--- src/rtl/riscv_pkg.sv ---
// Shared RISC-V pipeline definitions: branch funct3 encodings, BHT counter
// states and the front-end flush FSM states.
package riscv_pkg;

    localparam logic [2:0] F3_BEQ  = 3'b000;
    localparam logic [2:0] F3_BNE  = 3'b001;
    localparam logic [2:0] F3_BLT  = 3'b100;
    localparam logic [2:0] F3_BGE  = 3'b101;
    localparam logic [2:0] F3_BLTU = 3'b110;
    localparam logic [2:0] F3_BGEU = 3'b111;

    typedef enum logic [1:0] {
        SNT = 2'b00,
        WNT = 2'b01,
        WT  = 2'b10,
        ST  = 2'b11
    } bht_state_t;

    typedef enum logic {
        FL_IDLE   = 1'b0,
        FL_ACTIVE = 1'b1
    } flush_state_t;

    // Saturating 2-bit counter step toward the resolved direction.
    function automatic bht_state_t bht_next(input bht_state_t s, input logic taken);
        bht_state_t n;
        n = s;
        if (taken) begin
            if (s != ST) begin
                n = bht_state_t'(s + 2'd1);
            end
        end else begin
            if (s != SNT) begin
                n = bht_state_t'(s - 2'd1);
            end
        end
        return n;
    endfunction

endpackage

--- src/rtl/branch_cmp.sv ---
// Combinational RV32I branch condition evaluator; o_valid flags the
// reserved funct3 encodings 010/011 as non-branches.
module branch_cmp
    import riscv_pkg::*;
#(
    parameter int XLEN = 32
) (
    input  logic [2:0]      i_funct3,
    input  logic [XLEN-1:0] i_rs1,
    input  logic [XLEN-1:0] i_rs2,
    output logic            o_taken,
    output logic            o_valid
);

    logic w_eq;
    logic w_lt;
    logic w_ltu;

    assign w_eq  = (i_rs1 == i_rs2);
    assign w_lt  = ($signed(i_rs1) < $signed(i_rs2));
    assign w_ltu = (i_rs1 < i_rs2);

    always_comb begin
        o_taken = 1'b0;
        o_valid = 1'b1;
        case (i_funct3)
            F3_BEQ:  o_taken = w_eq;
            F3_BNE:  o_taken = ~w_eq;
            F3_BLT:  o_taken = w_lt;
            F3_BGE:  o_taken = ~w_lt;
            F3_BLTU: o_taken = w_ltu;
            F3_BGEU: o_taken = ~w_ltu;
            default: o_valid = 1'b0;
        endcase
    end

endmodule

--- src/rtl/branch_resolve.sv ---
// Branch resolution and prediction: BHT of 2-bit counters read from IF,
// resolution in EX with a registered redirect and a multi-cycle IF/ID flush.
module branch_resolve
    import riscv_pkg::*;
#(
    parameter int XLEN         = 32,
    parameter int BHT_DEPTH    = 16,
    parameter int FLUSH_CYCLES = 2
) (
    input  logic            clk,
    input  logic            rst,
    input  logic [XLEN-1:0] if_pc,
    output logic            if_pred_taken,
    input  logic            ex_valid,
    input  logic            ex_branch,
    input  logic            ex_jump,
    input  logic            ex_jalr,
    input  logic [2:0]      ex_funct3,
    input  logic [XLEN-1:0] ex_rs1,
    input  logic [XLEN-1:0] ex_rs2,
    input  logic [XLEN-1:0] ex_pc,
    input  logic [XLEN-1:0] ex_imm,
    input  logic            ex_pred_taken,
    output logic            redirect,
    output logic [XLEN-1:0] redirect_pc,
    output logic            flush,
    output logic [31:0]     branch_cnt,
    output logic [31:0]     mispredict_cnt
);

    localparam int IDX = $clog2(BHT_DEPTH);
    localparam int FCW = $clog2(FLUSH_CYCLES + 1);

    bht_state_t          r_bht [BHT_DEPTH];
    bht_state_t          w_if_entry;
    bht_state_t          w_ex_entry;
    logic [IDX-1:0]      w_if_idx;
    logic [IDX-1:0]      w_ex_idx;

    logic                w_cmp_taken;
    logic                w_cmp_valid;
    logic                w_is_branch;
    logic                w_accept;
    logic                w_bht_we;
    logic                w_mispredict;
    logic                w_redirect_nxt;
    logic [XLEN-1:0]     w_pc_imm;
    logic [XLEN-1:0]     w_pc_seq;
    logic [XLEN-1:0]     w_jalr_tgt;
    logic [XLEN-1:0]     w_target;

    logic                r_redirect;
    logic [XLEN-1:0]     r_redirect_pc;
    logic [31:0]         r_branch_cnt;
    logic [31:0]         r_mispredict_cnt;

    flush_state_t        r_flush_state;
    flush_state_t        w_flush_state_nxt;
    logic [FCW-1:0]      r_flush_cnt;
    logic [FCW-1:0]      w_flush_cnt_nxt;

    logic                w_unused;

    branch_cmp #(
        .XLEN (XLEN)
    ) u_cmp (
        .i_funct3 (ex_funct3),
        .i_rs1    (ex_rs1),
        .i_rs2    (ex_rs2),
        .o_taken  (w_cmp_taken),
        .o_valid  (w_cmp_valid)
    );

    assign w_if_idx      = if_pc[IDX+1:2];
    assign w_ex_idx      = ex_pc[IDX+1:2];
    assign w_if_entry    = r_bht[w_if_idx];
    assign w_ex_entry    = r_bht[w_ex_idx];
    assign if_pred_taken = w_if_entry[1];
    assign w_unused      = ^{if_pc[XLEN-1:IDX+2], if_pc[1:0]};

    // JAL carries immediate bits in funct3, so validity only gates conditional branches.
    assign w_is_branch    = ex_branch & ~ex_jump;
    assign w_accept       = ex_valid & ~flush & (ex_jump | (w_is_branch & w_cmp_valid));
    assign w_bht_we       = w_accept & w_is_branch;
    assign w_mispredict   = w_bht_we & (w_cmp_taken != ex_pred_taken);
    assign w_redirect_nxt = (w_accept & ex_jump) | w_mispredict;

    assign w_pc_imm   = ex_pc + ex_imm;
    assign w_pc_seq   = ex_pc + XLEN'(4);
    assign w_jalr_tgt = (ex_rs1 + ex_imm) & ~XLEN'(1);

    always_comb begin
        w_target = w_pc_seq;
        if (ex_jump) begin
            w_target = ex_jalr ? w_jalr_tgt : w_pc_imm;
        end else if (w_cmp_taken) begin
            w_target = w_pc_imm;
        end
    end

    always_ff @(posedge clk) begin
        if (rst) begin
            for (int i = 0; i < BHT_DEPTH; i++) begin
                r_bht[i] <= WNT;
            end
        end else if (w_bht_we) begin
            r_bht[w_ex_idx] <= bht_next(w_ex_entry, w_cmp_taken);
        end
    end

    always_ff @(posedge clk) begin
        if (rst) begin
            r_redirect       <= 1'b0;
            r_redirect_pc    <= '0;
            r_branch_cnt     <= '0;
            r_mispredict_cnt <= '0;
        end else begin
            r_redirect <= w_redirect_nxt;
            if (w_redirect_nxt) begin
                r_redirect_pc <= w_target;
                if (r_mispredict_cnt != 32'hFFFF_FFFF) begin
                    r_mispredict_cnt <= r_mispredict_cnt + 32'd1;
                end
            end
            if (w_accept && r_branch_cnt != 32'hFFFF_FFFF) begin
                r_branch_cnt <= r_branch_cnt + 32'd1;
            end
        end
    end

    always_ff @(posedge clk) begin
        if (rst) begin
            r_flush_state <= FL_IDLE;
            r_flush_cnt   <= '0;
        end else begin
            r_flush_state <= w_flush_state_nxt;
            r_flush_cnt   <= w_flush_cnt_nxt;
        end
    end

    // The counter holds the number of flush cycles still to be shown, including the current one.
    always_comb begin
        w_flush_state_nxt = r_flush_state;
        w_flush_cnt_nxt   = r_flush_cnt;
        case (r_flush_state)
            FL_IDLE: begin
                w_flush_cnt_nxt = '0;
                if (w_redirect_nxt) begin
                    w_flush_state_nxt = FL_ACTIVE;
                    w_flush_cnt_nxt   = FCW'(FLUSH_CYCLES);
                end
            end
            FL_ACTIVE: begin
                w_flush_cnt_nxt = r_flush_cnt - FCW'(1);
                if (r_flush_cnt <= FCW'(1)) begin
                    w_flush_state_nxt = FL_IDLE;
                    w_flush_cnt_nxt   = '0;
                end
            end
            default: begin
                w_flush_state_nxt = FL_IDLE;
                w_flush_cnt_nxt   = '0;
            end
        endcase
    end

    assign flush          = (r_flush_state == FL_ACTIVE);
    assign redirect       = r_redirect;
    assign redirect_pc    = r_redirect_pc;
    assign branch_cnt     = r_branch_cnt;
    assign mispredict_cnt = r_mispredict_cnt;

endmodule

--- config.mk ---
export PLATFORM = sky130hd
export DESIGN_NAME = branch_resolve
export DESIGN_NICKNAME = d
export VERILOG_FILES = /design/src/rtl/riscv_pkg.sv /design/src/rtl/branch_cmp.sv /design/src/rtl/branch_resolve.sv
export SDC_FILE = /design/constraint.sdc
export NUM_CORES = 1
export LEC_CHECK = 0
export CAP_MARGIN = 20
export CORE_MARGIN = 3
export CORE_UTILIZATION = 51
export CTS_CLUSTER_DIAMETER = 30
export DETAILED_ROUTE_END_ITERATION = 16
export PLACE_DENSITY = 0.81
export SLEW_MARGIN = 20
export SYNTH_ARGS = -nofsm -noshare
export SYNTH_HDL_FRONTEND = slang
export SYNTH_HIERARCHICAL = 1
export SYNTH_SLANG_ARGS = --single-unit
--- constraint.sdc ---
create_clock -name clk -period 4.25 [get_ports clk]
set_input_delay 0.425 -clock clk [delete_from_list [all_inputs] [get_ports clk]]
set_output_delay 0.425 -clock clk [all_outputs]
set_load 0.05 [all_outputs]
---- Word-level counts from Yosys, hierarchy flattened ----
Memory sizes are Yosys's and may differ from the RTL's.
Cells that the tools add are included.
operators by class
  add/sub/neg operators ................... 8
  reductions and logical operators ........ 6
  order comparisons ....................... 3
  mux-type cells .......................... 24
  bitwise gates (word level) .............. 14
  equal/unequal tests ..................... 10
operator list
  cell                     number
  $mux W32                 3
  $add A32 B1 Y32 const B  2
  $add A32 B32 Y32         2
  $lt A32 B32 Y1           2
  $ne A32 B32 Y1 const B   2
  $add A32 B3 Y32 const B  1
  $eq A32 B32 Y1           1
  $mux W2                  8
  $eq A3 B3 Y1 const B     4
  $mux W1                  9
  $and A1 B1 Y1            7
  $pmux W1 S6              1
  $reduce_or A6 Y1         1
  $not A1 Y1               5
  $mux W4                  1
  $pmux W2 S2              1
  $sub A2 B1 Y2 const B    2
  $eq A3 B1 Y1 const B     1
  $logic_not A3 Y1         1
  $add A2 B1 Y2 const B    1
  $le A2 B1 Y1 const B     1
  $ne A2 B2 Y1 const B     1
  $or A1 B1 Y1             2
  $pmux W1 S2              1
  5 further kinds          5
storage, ports and cells
  logic and storage cells ................. 72
  flip-flop bits (word level) ............. 100
  bits in writable memories ............... 32
  memories kept ........................... 1
  input bits .............................. 170
memory list
  name   words  bits a word  read ports  clocked after memory_dff  wr ports  RTL line              text
  r_bht  16     2            2           0                         16        branch_resolve.sv:34  bht_state_t r_bht [BHT_DEPTH];

---- Logic depth before layout (Yosys ltp) ----
Gate-level depths: netlist of the first run.
  depth after elaboration ................. 12
  depth in mapped cells ................... 19
  depth with buffers taken out ............ 17

---- Hierarchy ----
Netlist of the first run, hierarchy kept.
by module, submodules not included
  module          instances  cells an instance  area each (µm²)
  branch_resolve  1          1237               10233.6
  branch_cmp      1          122                868.3

---- Worst setup path before layout of the first run ----
Ideal clock, no wire load.
  path kind ............................... input -> register
  start ................................... input ex_rs2[23]
  end ..................................... register r_mispredict_cnt[23] (netlist: mispredict_cnt[23])
  setup time .............................. 70 ps
  path slack .............................. 481 ps
  cell stages on the path ................. 17
  arrival time ............................ 3698 ps
  path buffers ............................ 1
  path through ............................ inv_1 ha_1 a21oi_2 o21ai_1 a221oi_2 o22ai_1 or4_1 a31o_1 buf_2 xor2_1 a31oi_1 nor2_1 o21ai_2 nand2b_4 or3_2 or3_1 a21oi_1
between the ends
  cells in the longest elaborated chain, start to end .. 7
  elaborated cells on any way between the ends .. 11
  classes of those cells .................. 2 x order compare; 2 x eq/ne; 1 x mux; 5 x bitwise; 1 x reduce/logical
ends and longest elaborated chain
  element                                 RTL line                                              text
  start, declared                         branch_resolve.sv:20                                  input logic [XLEN-1:0] ex_rs2,
  $lt A32 B32 Y1 (tied with other cells)  branch_cmp.sv:21                                      assign w_ltu = (i_rs1 < i_rs2);
  $not A1 Y1 (on tied branches)           branch_cmp.sv:32, branch_cmp.sv:28, branch_cmp.sv:30
  $pmux W1 S6 (*)                         branch_cmp.sv:26                                      case (i_funct3)
  via w_cmp_taken                         branch_resolve.sv:40                                  logic w_cmp_taken;
  $ne A1 B1 Y1 (*)                        branch_resolve.sv:85                                  assign w_mispredict = w_bht_we & (w_cmp_taken != ex_pred_taken);
  $and A1 B1 Y1 (*)                       branch_resolve.sv:85
  $or A1 B1 Y1 (*)                        branch_resolve.sv:86                                  assign w_redirect_nxt = (w_accept & ex_jump) | w_mispredict;
  $reduce_and A2 Y1 (no line) (*)         n/a
  end signal, assigned                    branch_resolve.sv:122                                 r_mispredict_cnt <= r_mispredict_cnt + 32'd1;
  end, declared                           branch_resolve.sv:55                                  logic [31:0] r_mispredict_cnt;
Mark *: on every way through the listed nets, which the timed path passes. The rest lies on a longest branch.
A chain may end at the register's enable or synchronous reset.

---- Worst setup path in the final report of the first run ----
  start ................................... input ex_rs2[26]
  end ..................................... register r_mispredict_cnt[23] (netlist: mispredict_cnt[23])
The elaborated chain is that of the path after synthesis.

==> run summary, run 1 <==
num rows - 53
most numerous cell in the Yosys netlist - nor2_1
DR pass1 iterations - 5
Synthesis Warnings - 6
Adder-Cell Fraction of Synth Area - 11.7%
Setup WS post-layout - 0.170 ns
Synth top cells by count - 150 x nor2_1, 108 x a21oi_1, 100 x dfxtp_1
VDD IR max - 0.272 mV
FMAX - 245 MHz
number of synthesized flops with an enable pin - 32
WS Path Type - input pin to register
synth unique cells - 88
reg2reg start - mispredict_cnt[3]$_SDFFE_PP0P_
fin. max-slew vios - 0
Yosys top cell area share - 18.0%
Worst Setup SP - ex_rs2[26]
CP endpoint kind - register
Tightest Hold Check Type - input pin to register
worst endpoint required time - 4.59 ns
number of DRC markers in iteration 0 - 901
Die Ht - 154 um
cts bufs inserted - 17
CTS tree - yes
Area Overhead vs Synth - 33.5%
worst slew pin tran - 0.740 ns
Mapped Nets - 1630
PwrDens - 290 nW/um^2
Remaining Overflow, GRT - 0
Tmin final - 4.08 ns
largest net degree at the start of global routing - 44
CTS sink cnt - 132
H-tree levels - 4
Setup WS pre-CTS - -0.299 ns
IO Pins - 269
Synth area leaders - dfxtp_1 18%, ha_1 11%, edfxtp_1 8.7%
Remaining DRCs - 0
simple-gate share of the synthesized area - 23.6%
share of cells above drive strength 1 - 10.3%
Initial Util - 52.3%
GP Congestion - 0.964
Clock Pin Slew Worst Setup and Hold Paths - 0.06 ns
mean post-synth cell area - 8.17 um^2
initial antenna violation count - 1
Final setup violation count - 0
first-pass GRT wire length - 57000 um
critical-path maximum fanout - 4
setup bufs post-CTS - 0
CP Data Arrival Time - 4.42 ns
mux share of post-synthesis cell area - 3.94%
post-DR wirelength/cell - 18.6 um
leakage power - 0.00581 uW
Syn Inst Count - 1359
number of global-route vias before repair - 11100
register area share after synthesis - 26.7%
core area - 21200 um^2
Max Cap Viol - 0
Synth async-reset ratio - 0%
post-synthesis compound-gate area fraction - 20.0%
Post-Synth XOR/XNOR Area - 10.0%
largest family of logic cells by synthesized area - simple AND/OR/NAND/NOR gates
clk buf depth - 2
WHS - 0.417 ns
reg-to-reg slack, setup - 1.67 ns
startpoint types - input pin
Hold Fails Final Rpt - 0
nets - 1905
Seq cells post-synth - 132
PortBufs - 240
Relative slew margins - 50.6%
Clock Tree Root - clkbuf_16
Synth area leader - dfxtp_1
fin crit share - 96.0%
Cell Area, Synth - 11100 um^2
routed vias - 11500
Top FF cell, synth - dfxtp_1
end of the critical path - mispredict_cnt[23]$_SDFFE_PP0P_
RSZ-0062 raised after global routing - false
Total GRT Usage - 29.4%
status - finished clean
clk_skew - 0.00984 ns
total length of routed wires - 35800 um
Finished Cell Area - 14800 um^2
worst-case reg-to-reg path depth - 11
Cell Area, Placed - 14200 um^2
die width - 154 um
FF-to-FF End - mispredict_cnt[21]$_SDFFE_PP0P_
dpl hpwl - 28100 um
Skew-Pair Late Insertion Delay - 0.43 ns
Final ANT Viol Nets - 0
vias per inst - 5.96
Die Area - 23600 um^2
## kinds of logic (layout without fill, tap and decap cells)
group,after synthesis,in the layout
AOI/OAI and AO/OA,337,337
xor gates and xnor gates,127,127
adders and majority gates,103,103
buffers and inverters,113,401
DFF,132,132
muxes,26,26
other,0,1
and+or+nand+nor,521,521
## layer usage
layer	track usage [%]	part of all wire, %	up-vias
li1	-	-	5526
met5	0	0	-
met4	8.12	2.0	0
met2	50.2	49	537
met1	37.7	41	5348
met3	6.47	8.9	55
## power by group
part / internal, uW / switching [uW]
Sequential: 1330 / 27.3
Combinational: 593 / 797
Clock: 941 / 620
## placed cells by master (no fill, tap or decap), types with 8 or more instances in the layout
cell,count
dfxtp_1,100
clkdlybuf4s50_1,239
nor3_1,36
nand4_1,32
mux2i_1,10
o22ai_1,15
and3_1,16
edfxtp_1,32
mux4_2,14
o21ai_0,56
buf_4,75
nand3_1,67
clkbuf_16,17
nor2b_1,10
o21a_1,8
o21bai_1,11
nor2_1,149
inv_1,55
xnor2_1,62
a21o_1,32
nand2_1,98
a21oi_1,108
o221ai_1,11
nand2b_1,35
a221oi_1,9
or3_1,24
ha_1,99
xor2_1,64
a211oi_1,29
## worst min path at each step
stage / startpoint / to / slack [ns] / cells past startpoint
floorplan: r_flush_cnt[0]$_SDFF_PP0_ / r_flush_cnt[0]$_SDFF_PP0_ / 0.40 / 1
global placement: r_flush_cnt[0]$_SDFF_PP0_ / r_flush_cnt[0]$_SDFF_PP0_ / 0.41 / 1
detailed placement: r_flush_cnt[0]$_SDFF_PP0_ / r_flush_cnt[0]$_SDFF_PP0_ / 0.42 / 1
CTS: rst / branch_cnt[7]$_SDFFE_PP0P_ / 0.41 / 2
global route: rst / branch_cnt[9]$_SDFFE_PP0P_ / 0.44 / 2
finish: rst / branch_cnt[7]$_SDFFE_PP0P_ / 0.42 / 2
## sequential cells by signal, indices dropped and copies added, names as in the netlist
name,count
redirect_pc,32
branch_cnt,32
mispredict_cnt,32
redirect,1
flush,1
r_flush_cnt,2
r_bht,32
## layout make-up
type,instances,area [um^2]
Sequential cell,132,2960
Multi-Input combinational cell,1114,7730
Antenna cell,1,2.50
Clock inverter,15,191
Tap cell,275,344
Timing Repair Buffer,314,2960
Inverter,55,206
Clock buffer,17,425
Fill cell,1720,6400
## timing repair
item,CTS,global route
hold buffers,0,0
resized for setup,0,4
endpoints found under the setup margin,0,20
## worst max-delay path, cell delays in order
cell	delay, ns
clkdlybuf4s50_1	0.46
inv_1	0.04
ha_1	0.32
nand4_1	0.21
inv_1	0.07
a221oi_2	0.31
o22ai_1	0.13
or4_1	0.51
a31o_2	0.32
xor2_2	0.18
a31oi_2	0.13
nor2_4	0.13
o21ai_2	0.09
nand2b_4	0.14
or3_2	0.46
or3_1	0.33
a21oi_1	0.15
## through the flow
stage	instances	utilization, %	power, uW	TNS (ns)
floorplan	1359	-	2230	0
global placement	1890	66.8	2720	-1.50
detailed placement	1890	66.8	2740	-5.50
CTS	1922	69.7	4290	0
global route	1923	69.8	4490	0
finish	1923	69.8	4300	0
No activity file was read; power rests on OpenSTA's default activity.
==> run 2: changes to the inputs <==
Settings changed: ABC_AREA from default to 1, CORE_UTILIZATION 51 to 54, PLACE_DENSITY 0.81 to 0.82.
==> run 2 against run 1 <==
Die area is 16% higher. Non-clock buffer count fell by 53. Combinational power is 12% higher. Largest cell class unchanged. Largest power group unchanged.
==> run summary, run 2 <==
Area Overhead vs Synth - 24.6%
Synth area leader - nand2_1
Skew-Pair Late Insertion Delay - 0.43 ns (about the same)
most frequent cells in the layout - 716 x nand2_1, 340 x inv_1, 289 x nor2_1
# resized after CTS - 0 (unchanged)
part of the power in registers - 30.2% (-1.3 points)
dpl hpwl - 40400 um (+44%)
hold path start - r_flush_cnt[0]$_SDFF_PP0_
RSZ-0062 raised after global routing - false
clk buf depth - 2 (unchanged)
Synth top cells by count - 716 x nand2_1, 341 x inv_1, 289 x nor2_1
Clock Tree Root - clkbuf_16
most common cell after layout, fill and taps aside - nand2_1
Sw Ratio - 36.8% (+3.2 points)
fin crit share - 83.6% (-12 points)
Endpoint, Worst Hold - r_flush_cnt[0]$_SDFF_PP0_
fin. max-slew vios - 0 (unchanged)
Remaining Overflow, GRT - 0 (unchanged)
Synth async-reset ratio - 0% (unchanged)
startpoint types - input pin
worst-case reg-to-reg path depth - 11 (unchanged)
Tmin final - 3.55 ns (-0.525 ns)
combinational power share - 34.5% (+2.2 points)
FMAX - 281 MHz (+15%)
Yosys top cell area share - 19.6% (+1.6 points)
Final setup violation count - 0 (unchanged)
Worst Path Buf+Inv - 5 (+2)
Post-CTS Hold Fix Bufs - 0 (unchanged)
Total GRT Usage - 35.7% (+6.3 points)
Initial Util - 55.6% (+3.3 points)
number of DRC markers in iteration 0 - 1720 (+91%)
Synth area leaders - nand2_1 20%, dfxtp_1 15%, inv_1 9.4%
PortBufs - 240 (unchanged)
DR pass1 iterations - 10 (+5)
worst path cell trace - clkdlybuf4s50_1 -> inv_1 -> ha_1 -> nand2_1 -> nor2_1 -> nand4_1 -> nor2_1 -> nand2_1 -> a21oi_1 -> nor2_1 -> nand3_1 -> buf_4 -> inv_1 -> nor2_1 -> buf_4 -> nand3_1 -> nand3_1 -> nor2_1 -> nor2_1
Mapped Nets - 2607 (+60%)
crit-path leading delay family - simple AND/OR/NAND/NOR gates
Final ANT Viol Nets - 0 (unchanged)
CP endpoint kind - register
Remaining DRCs - 0 (unchanged)
register area share after synthesis - 21.7% (-5.0 points)
fill count - 2246 (+31%)
routed vias - 16300 (+42%)
Clock Pin Slew Worst Setup and Hold Paths - 0.07 ns (about the same)
slowest cell delay on critical path - 0.73 ns (+0.22 ns)
WS Path Type - input pin to register
setup TNS - 0 ns (unchanged)
Seq cells post-synth - 132 (unchanged)
mean post-synth cell area - 5.86 um^2 (-28%)
setup bufs post-CTS - 0 (unchanged)
slowest CP cell - nor2_1
Net Sw Power - 1660 uW (+15%)
Clk pwr share - 35.2% (-1.1 points)
share of cells above drive strength 1 - 4.14% (-6.1 points)
core area - 24600 um^2 (+16%)
most used cell, CP - nor2_1
cts bufs inserted - 17 (unchanged)
Relative slew margins - 34.6% (-16 points)
leakage power - 0.00783 uW (+35%)
status - finished clean
worst endpoint required time - 4.62 ns (+0.03 ns)
post-DR wirelength/cell - 17.1 um (-8.2%)
largest net degree at the start of global routing - 50 (+14%)
GP Congestion - 0.984 (+2.0%)
Max Cap Viol - 0 (unchanged)
Cell Area, Synth - 13700 um^2 (+23%)
Tightest Hold Check Type - register to register
first-pass GRT wire length - 76700 um (+35%)
critical-path maximum fanout - 10 (+6)
number of global-route vias before repair - 15300 (+38%)
CTS tree - yes
# diodes - 0 (-1)
reg2reg start - branch_cnt[0]$_SDFFE_PP0P_
Die Ht - 165 um (+7.6%)
Pint - 2850 uW (-0.43%)
hold path depth - 1 (-1)
H-tree levels - 4 (unchanged)
Post-Layout Cell Count - 2908 (+51%)
Design Power - 4500 uW (+4.7%)
Hold Fails Final Rpt - 0 (unchanged)
CTS sink cnt - 132 (unchanged)
num rows - 57 (+7.5%)
total length of routed wires - 49700 um (+39%)
number of synthesized flops with an enable pin - 32 (unchanged)
reg-to-reg slack, setup - 1.43 ns (-0.24 ns)
initial antenna violation count - 0 (-1)
Register Area - 2960 um^2 (unchanged)
die width - 165 um (+7.6%)
synth unique cells - 55 (-38%)
FF-to-FF End - branch_cnt[22]$_SDFFE_PP0P_
worst slew pin tran - 0.981 ns (+0.241 ns)
vias per inst - 5.60 (-6.2%)
clk_skew - 0.0107 ns (+0.000882 ns)
Die Area - 27300 um^2 (+16%)
Syn Inst Count - 2336 (+72%)
Placed Instances - 2876 (+52%)
nets - 2842 (+49%)
IO Pins - 269 (unchanged)
PwrDens - 264 nW/um^2 (-9.0%)
VDD IR max - 0.293 mV (+7.6%)
most numerous cell in the Yosys netlist - nand2_1
Top FF cell, synth - dfxtp_1
Synthesis Warnings - 6 (unchanged)
multi-input logic area - 9190 um^2 (+19%)
CP Data Arrival Time - 3.93 ns (-0.49 ns)
## run 2: kinds of logic after synthesis
family	synth area share (%)
AO/OA/AOI/OAI	12.8
XOR/XNOR	3.52
adder cells (fa/ha/maj)	9.34
buffers and inverters	11.2
flip-flops	21.7
AND/OR/NAND/NOR	41.4
## run 2: final cells by class
type,instances,share of cell area [%]
inverters,351,7.73
flip-flops and latches,132,17.4
clock inverters,13,0.983
multi-input cells,1808,53.9
repair buffers,261,15.0
well taps,324,2.38
clock buffers,19,2.67
## run 2: worst max path at each step
stage | slack, ns | cells past startpoint | endpoint | start
final | 0.70 | 19 | redirect_pc[30]$_SDFFE_PP0P_ | ex_rs2[7]
after global routing | 0.47 | 20 | mispredict_cnt[26]$_SDFFE_PP0P_ | ex_rs2[7]
after CTS | 0.72 | 20 | mispredict_cnt[21]$_SDFFE_PP0P_ | ex_rs2[7]
after detailed placement | 0.28 | 18 | redirect_pc[30]$_SDFFE_PP0P_ | ex_rs1[7]
after global placement | 0.39 | 19 | redirect_pc[23]$_SDFFE_PP0P_ | ex_rs2[7]
after floorplan | 1.54 | 21 | mispredict_cnt[2]$_SDFFE_PP0P_ | ex_rs2[21]
## run 2: through the flow
| stage | worst slack, ns | util [%] | hold WS [ns] | area [um^2] |
|---|---|---|---|---|
| after floorplan | 1.54 | - | 0.392 | 13700 |
| after global placement | 0.392 | 66.8 | 0.399 | 16400 |
| after detailed placement | 0.282 | 66.8 | 0.416 | 16400 |
| after CTS | 0.721 | 69.3 | 0.463 | 17100 |
| after global routing | 0.474 | 69.3 | 0.477 | 17100 |
| final | 0.696 | 69.3 | 0.465 | 17100 |
## run 2: metal layers
layer | vias up | GRT usage, % | share of wire [%] | wire (um)
li1 | 8021 | - | - | -
met1 | 7295 | 44.5 | 40 | 19700
met2 | 832 | 62.0 | 48 | 23600
met3 | 124 | 5.39 | 9.1 | 4500
met4 | 0 | 13.4 | 3.8 | 1900
met5 | - | 0 | 0 | 0
## run 2: power groups by stage
stage          registers (uW)  logic [uW]  clock network [uW]
2_1_floorplan            1520         831                   0
3_3_place_gp             1380        1490                   0
3_5_place_dp             1390        1520                   0
4_1_cts                  1360        1530                1590
5_1_grt                  1370        1700                1640
6_report                 1360        1560                1590
